<file path="src/rtl/mult_pkg.sv">
// mult_pkg: shared types, defaults and the Baugh-Wooley correction constant
package mult_pkg;
    localparam int DEFAULT_WIDTH = 16;

    typedef enum logic [1:0] {IDLE, ACCUM, DONE} state_t;

    typedef logic [$clog2(DEFAULT_WIDTH)-1:0] row_idx_t;

    // 2^width + 2^(2*width-1); callers slice it down to 2*width bits (width <= 64)
    function automatic logic [127:0] bw_correction(input int width);
        return (128'd1 << width) | (128'd1 << (2 * width - 1));
    endfunction
endpackage

</file>
<file path="src/rtl/pp_row_accumulator_if.sv">
// pp_row_accumulator_if: row input handshake, product output handshake, flush and busy
interface pp_row_accumulator_if #(
    parameter int WIDTH = mult_pkg::DEFAULT_WIDTH
);
    logic                 flush;
    logic                 in_valid;
    logic                 in_ready;
    logic [WIDTH-1:0]     in_row;
    logic                 out_valid;
    logic                 out_ready;
    logic [2*WIDTH-1:0]   out_product;
    logic                 busy;

    modport master (
        output flush, in_valid, in_row, out_ready,
        input  in_ready, out_valid, out_product, busy
    );

    modport slave (
        input  flush, in_valid, in_row, out_ready,
        output in_ready, out_valid, out_product, busy
    );
endinterface

</file>
<file path="src/rtl/pp_row_align.sv">
// pp_row_align: zero-extend a partial-product row and shift it to its weight
module pp_row_align #(
    parameter int WIDTH = 16
) (
    input  logic [WIDTH-1:0]         row,
    input  logic [$clog2(WIDTH)-1:0] shift,
    output logic [2*WIDTH-1:0]       aligned
);
    assign aligned = {{WIDTH{1'b0}}, row} << shift;
endmodule

</file>
<file path="src/rtl/pp_row_accumulator.sv">
// pp_row_accumulator: serially sums Baugh-Wooley rows into a signed 2*WIDTH-bit product
module pp_row_accumulator
    import mult_pkg::*;
#(
    parameter int WIDTH = DEFAULT_WIDTH
) (
    input logic                clk,
    input logic                rst_n,
    pp_row_accumulator_if.slave bus
);
    localparam int IW = $clog2(WIDTH);
    localparam logic [2*WIDTH-1:0] CORR = (2*WIDTH)'(bw_correction(WIDTH));

    state_t             state_q, state_d;
    logic [2*WIDTH-1:0] acc_q, acc_d;
    logic [2*WIDTH-1:0] prod_q, prod_d;
    logic [IW-1:0]      idx_q, idx_d;
    logic               rdy_q, rdy_d;
    logic [2*WIDTH-1:0] aligned;
    logic [2*WIDTH-1:0] sum;
    logic               accept;
    logic               last_row;

    pp_row_align #(.WIDTH(WIDTH)) u_align (
        .row     (bus.in_row),
        .shift   (idx_q),
        .aligned (aligned)
    );

    // rdy_q keeps in_ready low until the first clock after reset release
    assign bus.in_ready    = rdy_q && (state_q != DONE);
    assign bus.out_valid   = (state_q == DONE);
    assign bus.busy        = (state_q != IDLE);
    assign bus.out_product = prod_q;

    assign accept   = bus.in_valid && bus.in_ready;
    assign last_row = (idx_q == IW'(WIDTH - 1));
    // the first row of a product starts from the correction constant instead of acc
    assign sum      = ((state_q == IDLE) ? CORR : acc_q) + aligned;

    // next state, accumulator, row index and held product; flush overrides everything
    always_comb begin
        state_d = state_q;
        acc_d   = acc_q;
        idx_d   = idx_q;
        prod_d  = prod_q;
        rdy_d   = 1'b1;
        if (bus.flush) begin
            state_d = IDLE;
            acc_d   = '0;
            idx_d   = '0;
        end else if (accept) begin
            acc_d   = sum;
            idx_d   = idx_q + 1'b1;
            state_d = ACCUM;
            if (state_q == ACCUM && last_row) begin
                state_d = DONE;
                idx_d   = '0;
                prod_d  = sum;
            end
        end else if (state_q == DONE && bus.out_ready) begin
            state_d = IDLE;
        end
    end

    // state register with asynchronous clear
    always_ff @(posedge clk or negedge rst_n) begin
        if (!rst_n) begin
            state_q <= IDLE;
            acc_q   <= '0;
            prod_q  <= '0;
            idx_q   <= '0;
            rdy_q   <= 1'b0;
        end else begin
            state_q <= state_d;
            acc_q   <= acc_d;
            prod_q  <= prod_d;
            idx_q   <= idx_d;
            rdy_q   <= rdy_d;
        end
    end
endmodule

</file>
<file path="src/flat_wrapper.sv">
// flat-port wrapper written by rule: the top's interface ports become plain ports
module pp_row_accumulator_flat import mult_pkg::*;
#(
    parameter int WIDTH = DEFAULT_WIDTH
)
  (clk, rst_n, bus_flush, bus_in_valid, bus_in_row, bus_out_ready, bus_in_ready, bus_out_valid, bus_out_product, bus_busy);
  pp_row_accumulator_if #(.WIDTH(WIDTH)) bus_i ();
  input logic clk;
  input logic rst_n;
  input wire logic [$bits(bus_i.flush)-1:0] bus_flush;
  input wire logic [$bits(bus_i.in_valid)-1:0] bus_in_valid;
  input wire logic [$bits(bus_i.in_row)-1:0] bus_in_row;
  input wire logic [$bits(bus_i.out_ready)-1:0] bus_out_ready;
  output wire logic [$bits(bus_i.in_ready)-1:0] bus_in_ready;
  output wire logic [$bits(bus_i.out_valid)-1:0] bus_out_valid;
  output wire logic [$bits(bus_i.out_product)-1:0] bus_out_product;
  output wire logic [$bits(bus_i.busy)-1:0] bus_busy;
  assign bus_i.flush = bus_flush;
  assign bus_i.in_valid = bus_in_valid;
  assign bus_i.in_row = bus_in_row;
  assign bus_i.out_ready = bus_out_ready;
  assign bus_in_ready = bus_i.in_ready;
  assign bus_out_valid = bus_i.out_valid;
  assign bus_out_product = bus_i.out_product;
  assign bus_busy = bus_i.busy;
  pp_row_accumulator #(.WIDTH(WIDTH)) u_core (.clk(clk), .rst_n(rst_n), .bus(bus_i));
endmodule
</file>
<file path="config.mk">
export PLATFORM = sky130hd
export DESIGN_NAME = pp_row_accumulator_flat
export DESIGN_NICKNAME = d
export VERILOG_FILES = /design/src/rtl/mult_pkg.sv /design/src/rtl/pp_row_accumulator_if.sv /design/src/rtl/pp_row_align.sv /design/src/rtl/pp_row_accumulator.sv /design/src/flat_wrapper.sv
export SDC_FILE = /design/constraint.sdc
export NUM_CORES = 1
export LEC_CHECK = 0
export ABC_CLOCK_PERIOD_IN_PS = 5700
export CORE_ASPECT_RATIO = 1.5
export CORE_MARGIN = 2
export CORE_UTILIZATION = 52
export DETAILED_ROUTE_END_ITERATION = 10
export GPL_ROUTABILITY_DRIVEN = 1
export PLACE_DENSITY_LB_ADDON = 0.2
export SKIP_CTS_REPAIR_TIMING = 1
export SLEW_MARGIN = 15
export SYNTH_ARGS = -nofsm -noshare
export SYNTH_HDL_FRONTEND = slang
export SYNTH_SLANG_ARGS = --single-unit
</file>
<file path="constraint.sdc">
create_clock -name clk -period 5.7 [get_ports clk]
set_input_delay 1.14 -clock clk [delete_from_list [all_inputs] [get_ports clk]]
set_output_delay 1.14 -clock clk [all_outputs]
set_load 0.005 [all_outputs]
</file>
==> flow_metrics.env, run 1 <==
export IMPL_chipHeight_um=128
export IMPL_vias=4905
export IMPL_path_cells="clkdlybuf4s50_1 -> mux2_2 -> o21ai_0 -> nor2_1 -> a21oi_1 -> nor2_1 -> ha_1 -> nand4_1 -> nor2_1 -> nand3_1 -> a21oi_1 -> a31oi_1 -> o31ai_1 -> a31oi_1 -> xnor2_1 -> mux2_2"
export IMPL_grt_pass1_vias=5053
export IMPL_p_leak_nw=2.94
export IMPL_power_mw=1.40
export IMPL_track_usage=0.286
export IMPL_syn_area_um2=5360
export IMPL_reg2reg_depth=15
export IMPL_tightest_slew_ps=987
export IMPL_firstDrtPassIters=6
export IMPL_crit_fanout=5
export IMPL_cts_tree="done"
export IMPL_stdcell_count=848
export IMPL_start_kind="input pin"
export IMPL_drive_above_1_share=0.0616
export IMPL_grt_pass1_wl_um=24800
export IMPL_vdd_drop_max_v=0.000171
export IMPL_layout_common_cells="nand2_1, dfrtp_1, a21oi_1, clkdlybuf4s50_1, nor2_1"
export IMPL_portBuffers=55
export IMPL_hpwl_um=11100
export IMPL_drc=0
export IMPL_pre_cts_ws_ps=663
export IMPL_drt_first_iter_violations=259
export IMPL_num_nets_final=780
export IMPL_num_io_pins=56
export IMPL_start_util=0.532
export IMPL_power_density_nw_per_um2=223
export IMPL_yosysWarnings=0
export IMPL_synthArstFlopShare=1.00
export IMPL_fillCellCount=886
export IMPL_syn_inst=697
export IMPL_synth_fp_nets=751
export IMPL_grt_overflow=0
export IMPL_viasPerCell=5.78
export IMPL_setup_violations=0
export IMPL_final_common_cell="nand2_1"
export IMPL_grt_max_degree=72
export IMPL_fin_crit_sh=0.833
export IMPL_cts_sink_count=71
export IMPL_top_layer_used="met4"
export IMPL_skew_ps=7.56
export IMPL_synth_distinct_cells=54
export IMPL_core_area_um2=10100
export IMPL_yosysTopAreaCell="dfrtp_1"
export IMPL_arrival_ps=4970
export IMPL_setup_tns_final_ps=0
export IMPL_drv_slew=0
export IMPL_cts_made_buffers=9
export IMPL_rsz0062_at_grt="no"
export IMPL_synth_edf_count=0
export IMPL_cp_num_cells=16
export IMPL_routed_wirelength_um=15100
export IMPL_worst_path_buf_inv=1
export IMPL_yosys_top_cells_area="dfrtp_1, nand2_1, ha_1"
export IMPL_path_delay_family="compound AO/OA/AOI/OAI gates"
export IMPL_ys_seq_area_frac=0.331
export IMPL_drtAntennaViolNets=0
export IMPL_finalWeightedCongestion=0.914
export IMPL_cap_viol_max_count=0
export IMPL_routedWlPerCell_um=17.8
export IMPL_crit_type="in2reg"
export IMPL_status="finished clean"
export IMPL_finalHoldViolations=0
export IMPL_insertedDiodeCount=0
export IMPL_met2_length_um=8210
export IMPL_synth_seq_cells=71
export IMPL_synthToLayoutAreaGrowth_pct=17.4
export IMPL_max_stage_delay_ps=490
export IMPL_clock_latency_ps=340
export IMPL_fp_dieArea_um2=11200
export IMPL_ys_flop_type="dfrtp_1"
export IMPL_setup_worst_path_end_class="flop"
export IMPL_die_w_um=86.9
export IMPL_critical_path_most_common_cell="nor2_1"
export IMPL_met1_length_um=6030
export IMPL_hold_ws_ps=468
export IMPL_dpl_cell_count=832
export IMPL_crit_slowest_cell="o31ai_1"
export IMPL_synth_top_area_frac=0.331
export IMPL_hold_depth=2
export IMPL_clock_path_buffers=2
export IMPL_clk_pin_slew_worst_paths_ps=60
export IMPL_cts_root_buf="clkbuf_16"
export IMPL_num_rows=45
export IMPL_setup_slack_ps=952
export IMPL_avgSynthCellArea_um2=7.70
export IMPL_crit_required_ps=5920
export IMPL_wl_met3_um=460
export IMPL_period_needed_ps=4750
export IMPL_fmax_ghz=0.211
export IMPL_maxSlewHeadroom=0.342
export IMPL_hold_path_class="reg2reg"
export IMPL_antenna_found_initial=0
export IMPL_cts_max_level=3
## logic make-up after synthesis
logic type / count (synthesis) / synth area share
simple gates: 310 / 0.252
compound gates: 178 / 0.207
flops: 71 / 0.331
buf+inv: 55 / 0.0415
fa+ha+maj: 33 / 0.0784
xor+xnor: 27 / 0.0441
mux: 22 / 0.0450
other cells: 1 / 0.000699
## per-layer routing
layer,GRT usage,up-vias
met5,0,-
met4,0.108,0
met3,0.0398,28
met2,0.531,97
met1,0.324,2333
li1,-,2447
## metrics by stage
stage	utilization	cell area, µm²
floorplan	-	5360
global placement	0.590	5940
finish	0.625	6300
global route	0.625	6300
detailed placement	0.590	5940
CTS	0.625	6300
## cell type report
cell class	count	area (µm²)	share of cell area
clock buffer	11	253	0.0401
clock inverter	5	104	0.0165
inverter	9	33.8	0.00536
multi-input combinational	571	3370	0.535
sequential	71	1780	0.282
tap	117	146	0.0232
timing repair buffer	64	613	0.0973
## synth_stat cells, types with 2 or more instances
cell type and number:
nand2_1 174, o21a_1 4, nor2b_1 38, or3_1 7, buf_1 6, ha_1 32
xor2_1 12, o22ai_1 2, a21oi_1 65, a21o_1 18, buf_6 2, nand2b_1 5
xnor2_1 15, mux2_2 7, nor2_1 52, o21ai_1 4, clkbuf_1 37, o21ai_2 3
o31ai_1 2, nand4_1 4, a22o_1 5, and2_1 5, a31oi_1 10, mux2i_1 14
nand3_1 11, a2111oi_0 2, nor3_1 8, o21bai_1 5, and3_1 3, a211oi_1 9
o41ai_1 2, o21ai_0 34, dfrtp_1 71, inv_1 9
## power breakdown
| part | leakage, nW | switching, mW | total [mW] | internal, mW |
|---|---|---|---|---|
| Sequential | 0.980 | 0.0122 | 0.527 | 0.514 |
| Clock | 0.176 | 0.223 | 0.675 | 0.451 |
| Combinational | 1.78 | 0.125 | 0.203 | 0.0777 |
## path summary, 6_finish.rpt
kind | endpoint | startpoint | slack [ps]
worst max-delay path | u_core.bus.out_product[28] | bus_in_row[2] | 950
worst min-delay path | u_core.bus.out_product[10] | u_core.bus.out_product[10] | 470
worst max register to register | u_core.bus.out_product[28] | u_core.idx_q[0] | 1020
worst min register to register | u_core.bus.out_product[10] | u_core.bus.out_product[10] | 470
max in group asynchronous | u_core.bus.out_product[10] | rst_n | 4060
min in group asynchronous | u_core.bus.out_product[1] | rst_n | 1020
## tightest hold or removal path, delay by kind of cell (launching register included)
kind	cells	cell delay [ps]
flops	1	340
simple gates	2	100
## registers in the layout (all words and copies together), names as in the netlist
name                    cells
u_core.bus.out_product     32
u_core.acc_q               32
u_core.idx_q                4
u_core.rdy_q                1
u_core.state_q              2
No activity file was read; power rests on OpenSTA's default activity.
==> run 2, diff against run 1 <==
--- a/config.mk
+++ b/config.mk
@@ -5,7 +5,7 @@
 export SDC_FILE = /design/constraint.sdc
 export NUM_CORES = 1
 export LEC_CHECK = 0
-export ABC_CLOCK_PERIOD_IN_PS = 5700
+export ABC_CLOCK_PERIOD_IN_PS = 4850
 export CORE_ASPECT_RATIO = 1.5
 export CORE_MARGIN = 2
 export CORE_UTILIZATION = 52
==> constraint.sdc (replaced) <==
create_clock -name clk -period 4.85 [get_ports clk]
set_input_delay 0.97 -clock clk [delete_from_list [all_inputs] [get_ports clk]]
set_output_delay 0.97 -clock clk [all_outputs]
set_load 0.005 [all_outputs]
==> run 2 against run 1 <==
  * First-iteration DRC count increased by 36%
  * Via count is 1.7% higher
  * Cell area rose by 1.2%
  * Clock-buffer cell count unchanged
  * Clock power grew 7.1%
  * Sequential power up 17%
  * Worst hold slack is essentially flat
  * Combinational power up 27%
  * Flip-flop and latch count stayed put
  * Final cell count is 1.7% higher
  * Critical endpoint unchanged
  * Highest routed layer unchanged
==> flow_metrics.env, run 2 (synthesized netlist as in run 1, its figures left out) <==
export IMPL_cts_made_buffers=9
export IMPL_met1_usage=0.313
export IMPL_num_nets_final=794
export IMPL_skew_ps=8.85
export IMPL_crit_start="bus_in_row[6]"
export IMPL_portBuffers=55
export IMPL_chipHeight_um=128
export IMPL_drt_first_iter_violations=352
export IMPL_pre_cts_ws_ps=114
export IMPL_grt_pass1_vias=4940
export IMPL_rrSetupSlack_ps=560
export IMPL_hpwl_um=11500
export IMPL_cts_max_level=3
export IMPL_grt_use_met2=0.542
export IMPL_cp_num_cells=14
export IMPL_clock_path_buffers=2
export IMPL_num_io_pins=56
export IMPL_max_stage_delay_ps=510
export IMPL_routed_wirelength_um=15400
export IMPL_setup_violations=0
export IMPL_period_needed_ps=4460
export IMPL_viasPerCell=5.79
export IMPL_hold_path_class="reg2reg"
export IMPL_p_leak_nw=2.99
export IMPL_crit_path_end="u_core.bus.out_product[28]"
export IMPL_reg2reg_depth=14
export IMPL_layout_common_cells="nand2_1, dfrtp_1, a21oi_1, clkdlybuf4s50_1, nor2_1"
export IMPL_arrival_ps=4680
export IMPL_cts_sink_count=71
export IMPL_routedWlPerCell_um=17.9
export IMPL_r2r_start="u_core.idx_q[0]"
export IMPL_firstDrtPassIters=5
export IMPL_rsz0062_at_grt="no"
export IMPL_clock_latency_ps=340
export IMPL_crit_fanout=5
export IMPL_setup_slack_ps=392
export IMPL_final_common_cell="nand2_1"
export IMPL_path_cells="clkdlybuf4s50_1 -> mux4_2 -> mux2i_1 -> o32ai_1 -> ha_1 -> nand4_1 -> nor2_1 -> nand3_1 -> a21oi_1 -> a31oi_1 -> o31ai_1 -> a31oi_1 -> xnor2_1 -> mux2_2"
export IMPL_postLayoutCoreUtil=0.632
export IMPL_crit_slowest_cell="mux4_2"
export IMPL_tightest_slew_ps=845
export IMPL_drive_above_1_share=0.0779
export IMPL_grt_overflow=0
export IMPL_finalWeightedCongestion=0.988
export IMPL_critical_path_most_common_cell="a31oi_1"
export IMPL_grt_max_degree=39
export IMPL_core_area_um2=10100
export IMPL_finalHoldViolations=0
export IMPL_start_util=0.532
export IMPL_grt_pass1_wl_um=24800
export IMPL_top_usage_layer="met2"
export IMPL_cap_viol_max_count=0
export IMPL_start_kind="input pin"
export IMPL_antenna_found_initial=0
export IMPL_status="finished clean"
export IMPL_crit_type="in2reg"
export IMPL_worst_path_buf_inv=1
export IMPL_fmax_ghz=0.224
export IMPL_use_met3=0.0417
export IMPL_fp_dieArea_um2=11200
export IMPL_power_density_nw_per_um2=250
export IMPL_num_rows=45
export IMPL_drtAntennaViolNets=0
export IMPL_drv_slew=0
export IMPL_r2r_end="u_core.bus.out_product[30]"
export IMPL_track_usage=0.287
export IMPL_setup_worst_path_end_class="flop"
export IMPL_power_mw=1.59
export IMPL_maxSlewHeadroom=0.437
export IMPL_synthToLayoutAreaGrowth_pct=18.8
export IMPL_vdd_drop_max_v=0.000170
export IMPL_clk_pin_slew_worst_paths_ps=60
export IMPL_drc=0
export IMPL_cts_tree="done"
export IMPL_path_delay_family="compound AO/OA/AOI/OAI gates"
export IMPL_crit_required_ps=5070
export IMPL_setup_tns_final_ps=0
export IMPL_fin_crit_sh=0.919
export IMPL_vias=4990
export IMPL_cts_root_buf="clkbuf_16"
export IMPL_die_w_um=86.9
export IMPL_insertedDiodeCount=0
[run 2: area by class of cell]
class,instances,area (µm²)
sequential,71,1780
clock inverter,5,81.3
clock buffer,11,243
fill,900,3710
timing repair buffer,78,718
tap,117,146
multi-input combinational,571,3370
inverter,9,33.8
[run 2: report_power, final]
part           switching, mW  total [mW]  internal (mW)  leakage (nW)
logic                  0.157       0.257         0.0996          1.85
registers             0.0104       0.615          0.604         0.980
clock network          0.259       0.723          0.464         0.156
[run 2: through the flow]
stage	cells	hold WS [ps]	area, µm²
final	862	469	6370
after global routing	862	490	6370
after CTS	862	475	6370
after detailed placement	846	461	6050
after global placement	846	457	6050
after floorplan	697	465	5360
[run 2: tightest hold or removal path, cell delays in order, from the launching register on]
cell	delay, ps
dfrtp_1	330
nand2_1	50
nand2_1	50
[run 2: worst min path at each step]
stage | startpoint | end | cells past startpoint
after floorplan | u_core.acc_q[29] | u_core.acc_q[29] | 1
after global placement | u_core.bus.out_product[15] | u_core.bus.out_product[15] | 2
after detailed placement | u_core.bus.out_product[5] | u_core.bus.out_product[5] | 2
after CTS | u_core.bus.out_product[5] | u_core.bus.out_product[5] | 2
after global routing | u_core.bus.out_product[5] | u_core.bus.out_product[5] | 2
final | u_core.bus.out_product[5] | u_core.bus.out_product[5] | 2
[run 2: metal layers]
layer / vias up / share of wire
met4: 0 / 0.030
li1: 2487 / -
met5: - / 0
met3: 28 / 0.030
met2: 110 / 0.55
met1: 2365 / 0.39
==> run 3, diff against run 2 <==
--- a/config.mk
+++ b/config.mk
@@ -8,7 +8,7 @@
 export ABC_CLOCK_PERIOD_IN_PS = 4850
 export CORE_ASPECT_RATIO = 1.5
 export CORE_MARGIN = 2
-export CORE_UTILIZATION = 52
+export CORE_UTILIZATION = 58
 export DETAILED_ROUTE_END_ITERATION = 10
 export GPL_ROUTABILITY_DRIVEN = 1
 export PLACE_DENSITY_LB_ADDON = 0.2
==> run 3 against run 2 <==
  * Flip-flop and latch count is the same
  * Clock skew is 2.5 ps lower
  * Total power decreased by 0.39%
  * Setup slack lost 180 ps
  * Largest power group unchanged
==> flow_metrics.env, run 3 (synthesized netlist as in run 1, its figures left out) <==
export IMPL_critical_path_most_common_cell="a31oi_1"
export IMPL_drt_first_iter_violations=278
export IMPL_stdcell_count=859
export IMPL_drv_slew=0
export IMPL_rsz0062_at_grt="no"
export IMPL_cts_made_buffers=9
export IMPL_track_usage=0.323
export IMPL_num_rows=43
export IMPL_num_io_pins=56
export IMPL_skew_ps=6.36
export IMPL_vias=5111
export IMPL_dpl_cell_count=843
export IMPL_viasPerCell=5.95
export IMPL_maxSlewHeadroom=0.407
export IMPL_clock_latency_ps=340
export IMPL_grt_overflow=0
export IMPL_setup_worst_path_end_class="flop"
export IMPL_clock_path_buffers=2
export IMPL_fmax_ghz=0.216
export IMPL_crit_required_ps=5080
export IMPL_max_stage_delay_ps=570
export IMPL_hpwl_um=11400
export IMPL_insertedDiodeCount=0
export IMPL_setup_violations=0
export IMPL_core_area_um2=9150
export IMPL_cts_max_level=3
export IMPL_die_w_um=82.5
export IMPL_tightest_slew_ps=890
export IMPL_clk_pin_slew_worst_paths_ps=60
export IMPL_grt_pass1_wl_um=24500
export IMPL_layout_common_cells="nand2_1, dfrtp_1, a21oi_1, clkdlybuf4s50_1, nor2_1"
export IMPL_power_mw=1.59
export IMPL_grt_max_degree=39
export IMPL_hold_path_class="reg2reg"
export IMPL_chipHeight_um=122
export IMPL_drive_above_1_share=0.0803
export IMPL_crit_type="in2reg"
export IMPL_drc=0
export IMPL_p_leak_nw=3.00
export IMPL_finalWeightedCongestion=0.979
export IMPL_power_density_nw_per_um2=249
export IMPL_fin_crit_sh=0.956
export IMPL_cts_sink_count=71
export IMPL_synthToLayoutAreaGrowth_pct=18.9
export IMPL_fillCellCount=787
export IMPL_crit_fanout=5
export IMPL_status="finished clean"
export IMPL_path_cells="clkdlybuf4s50_1 -> mux4_2 -> mux2i_1 -> o32ai_1 -> ha_1 -> nand4_1 -> nor2_1 -> nand3_1 -> a21oi_1 -> a31oi_1 -> o31ai_1 -> a31oi_1 -> xnor2_1 -> mux2_2"
export IMPL_cts_tree="done"
export IMPL_final_common_cell="nand2_1"
export IMPL_setup_slack_ps=213
export IMPL_num_nets_final=796
export IMPL_cap_viol_max_count=0
export IMPL_portBuffers=55
export IMPL_start_util=0.586
export IMPL_arrival_ps=4860
export IMPL_finalHoldViolations=0
export IMPL_pre_cts_ws_ps=-27.4
export IMPL_routedWlPerCell_um=17.9
export IMPL_drtAntennaViolNets=0
export IMPL_crit_slowest_cell="o31ai_1"
export IMPL_period_needed_ps=4640
export IMPL_firstDrtPassIters=5
export IMPL_fp_dieArea_um2=10000
export IMPL_routed_wirelength_um=15300
export IMPL_grt_pass1_vias=5120
export IMPL_vdd_drop_max_v=0.000188
export IMPL_antenna_found_initial=0
export IMPL_start_kind="input pin"
export IMPL_cts_root_buf="clkbuf_16"
## run 3: cell count changes in the layout (fill, tap and decap cells not counted), sizes merged
cell | previous run | this run
buf | 24 | 26
## run 3: area by class of cell
class	count	area, µm²	area share
multi-input cells	571	3370	0.529
flip-flops and latches	71	1780	0.278
repair buffers	80	733	0.115
clock buffers	11	243	0.0380
well taps	112	140	0.0220
clock inverters	5	81.3	0.0127
inverters	9	33.8	0.00530
## run 3: power by group
part / switching (mW) / internal [mW] / leakage (nW)
logic: 0.156 / 0.100 / 1.86
clock network: 0.254 / 0.464 / 0.156
registers: 0.00980 / 0.605 / 0.980
total: 0.419 / 1.17 / 3.00
## run 3: worst max-delay path: cells and delay by family
family                     cells  cell delay (ps)
AOI/OAI and AO/OA              5             1380
muxes                          3              990
buffers and inverters          1              450
adders and majority gates      1              450
and+or+nand+nor                3              450
xor gates and xnor gates       1              170
## run 3: per-layer routing
metal | part of all wire | vias to the layer above | wire (µm) | global-route usage
met3 | 0.031 | 50 | 480 | 0.0474
li1 | - | 2483 | - | -
met2 | 0.54 | 122 | 8320 | 0.597
met1 | 0.38 | 2456 | 5850 | 0.334
met5 | 0 | - | 0 | 0
met4 | 0.046 | 0 | 699 | 0.182
## run 3: stage by stage
stage               hold WS (ps)   util  area, µm²  setup TNS (ps)
global route                 499  0.698       6380               0
detailed placement           461  0.662       6060           -27.4
finish                       470  0.698       6380               0
CTS                          475  0.698       6380               0
global placement             459  0.662       6060           -17.0
floorplan                    465      -       5360               0
## run 3: path summary, 6_finish.rpt
path | startpoint | depth (start not counted) | slack (ps) | end
max in group asynchronous | rst_n | 2 | 3060 | u_core.acc_q[3]
min in group asynchronous | rst_n | 1 | 760 | u_core.acc_q[1]
worst max register to register | u_core.idx_q[0] | 15 | 480 | u_core.bus.out_product[28]
worst min register to register | u_core.bus.out_product[5] | 2 | 470 | u_core.bus.out_product[5]
worst min-delay path | u_core.bus.out_product[5] | 2 | 470 | u_core.bus.out_product[5]
worst max-delay path | bus_in_row[6] | 14 | 210 | u_core.bus.out_product[28]
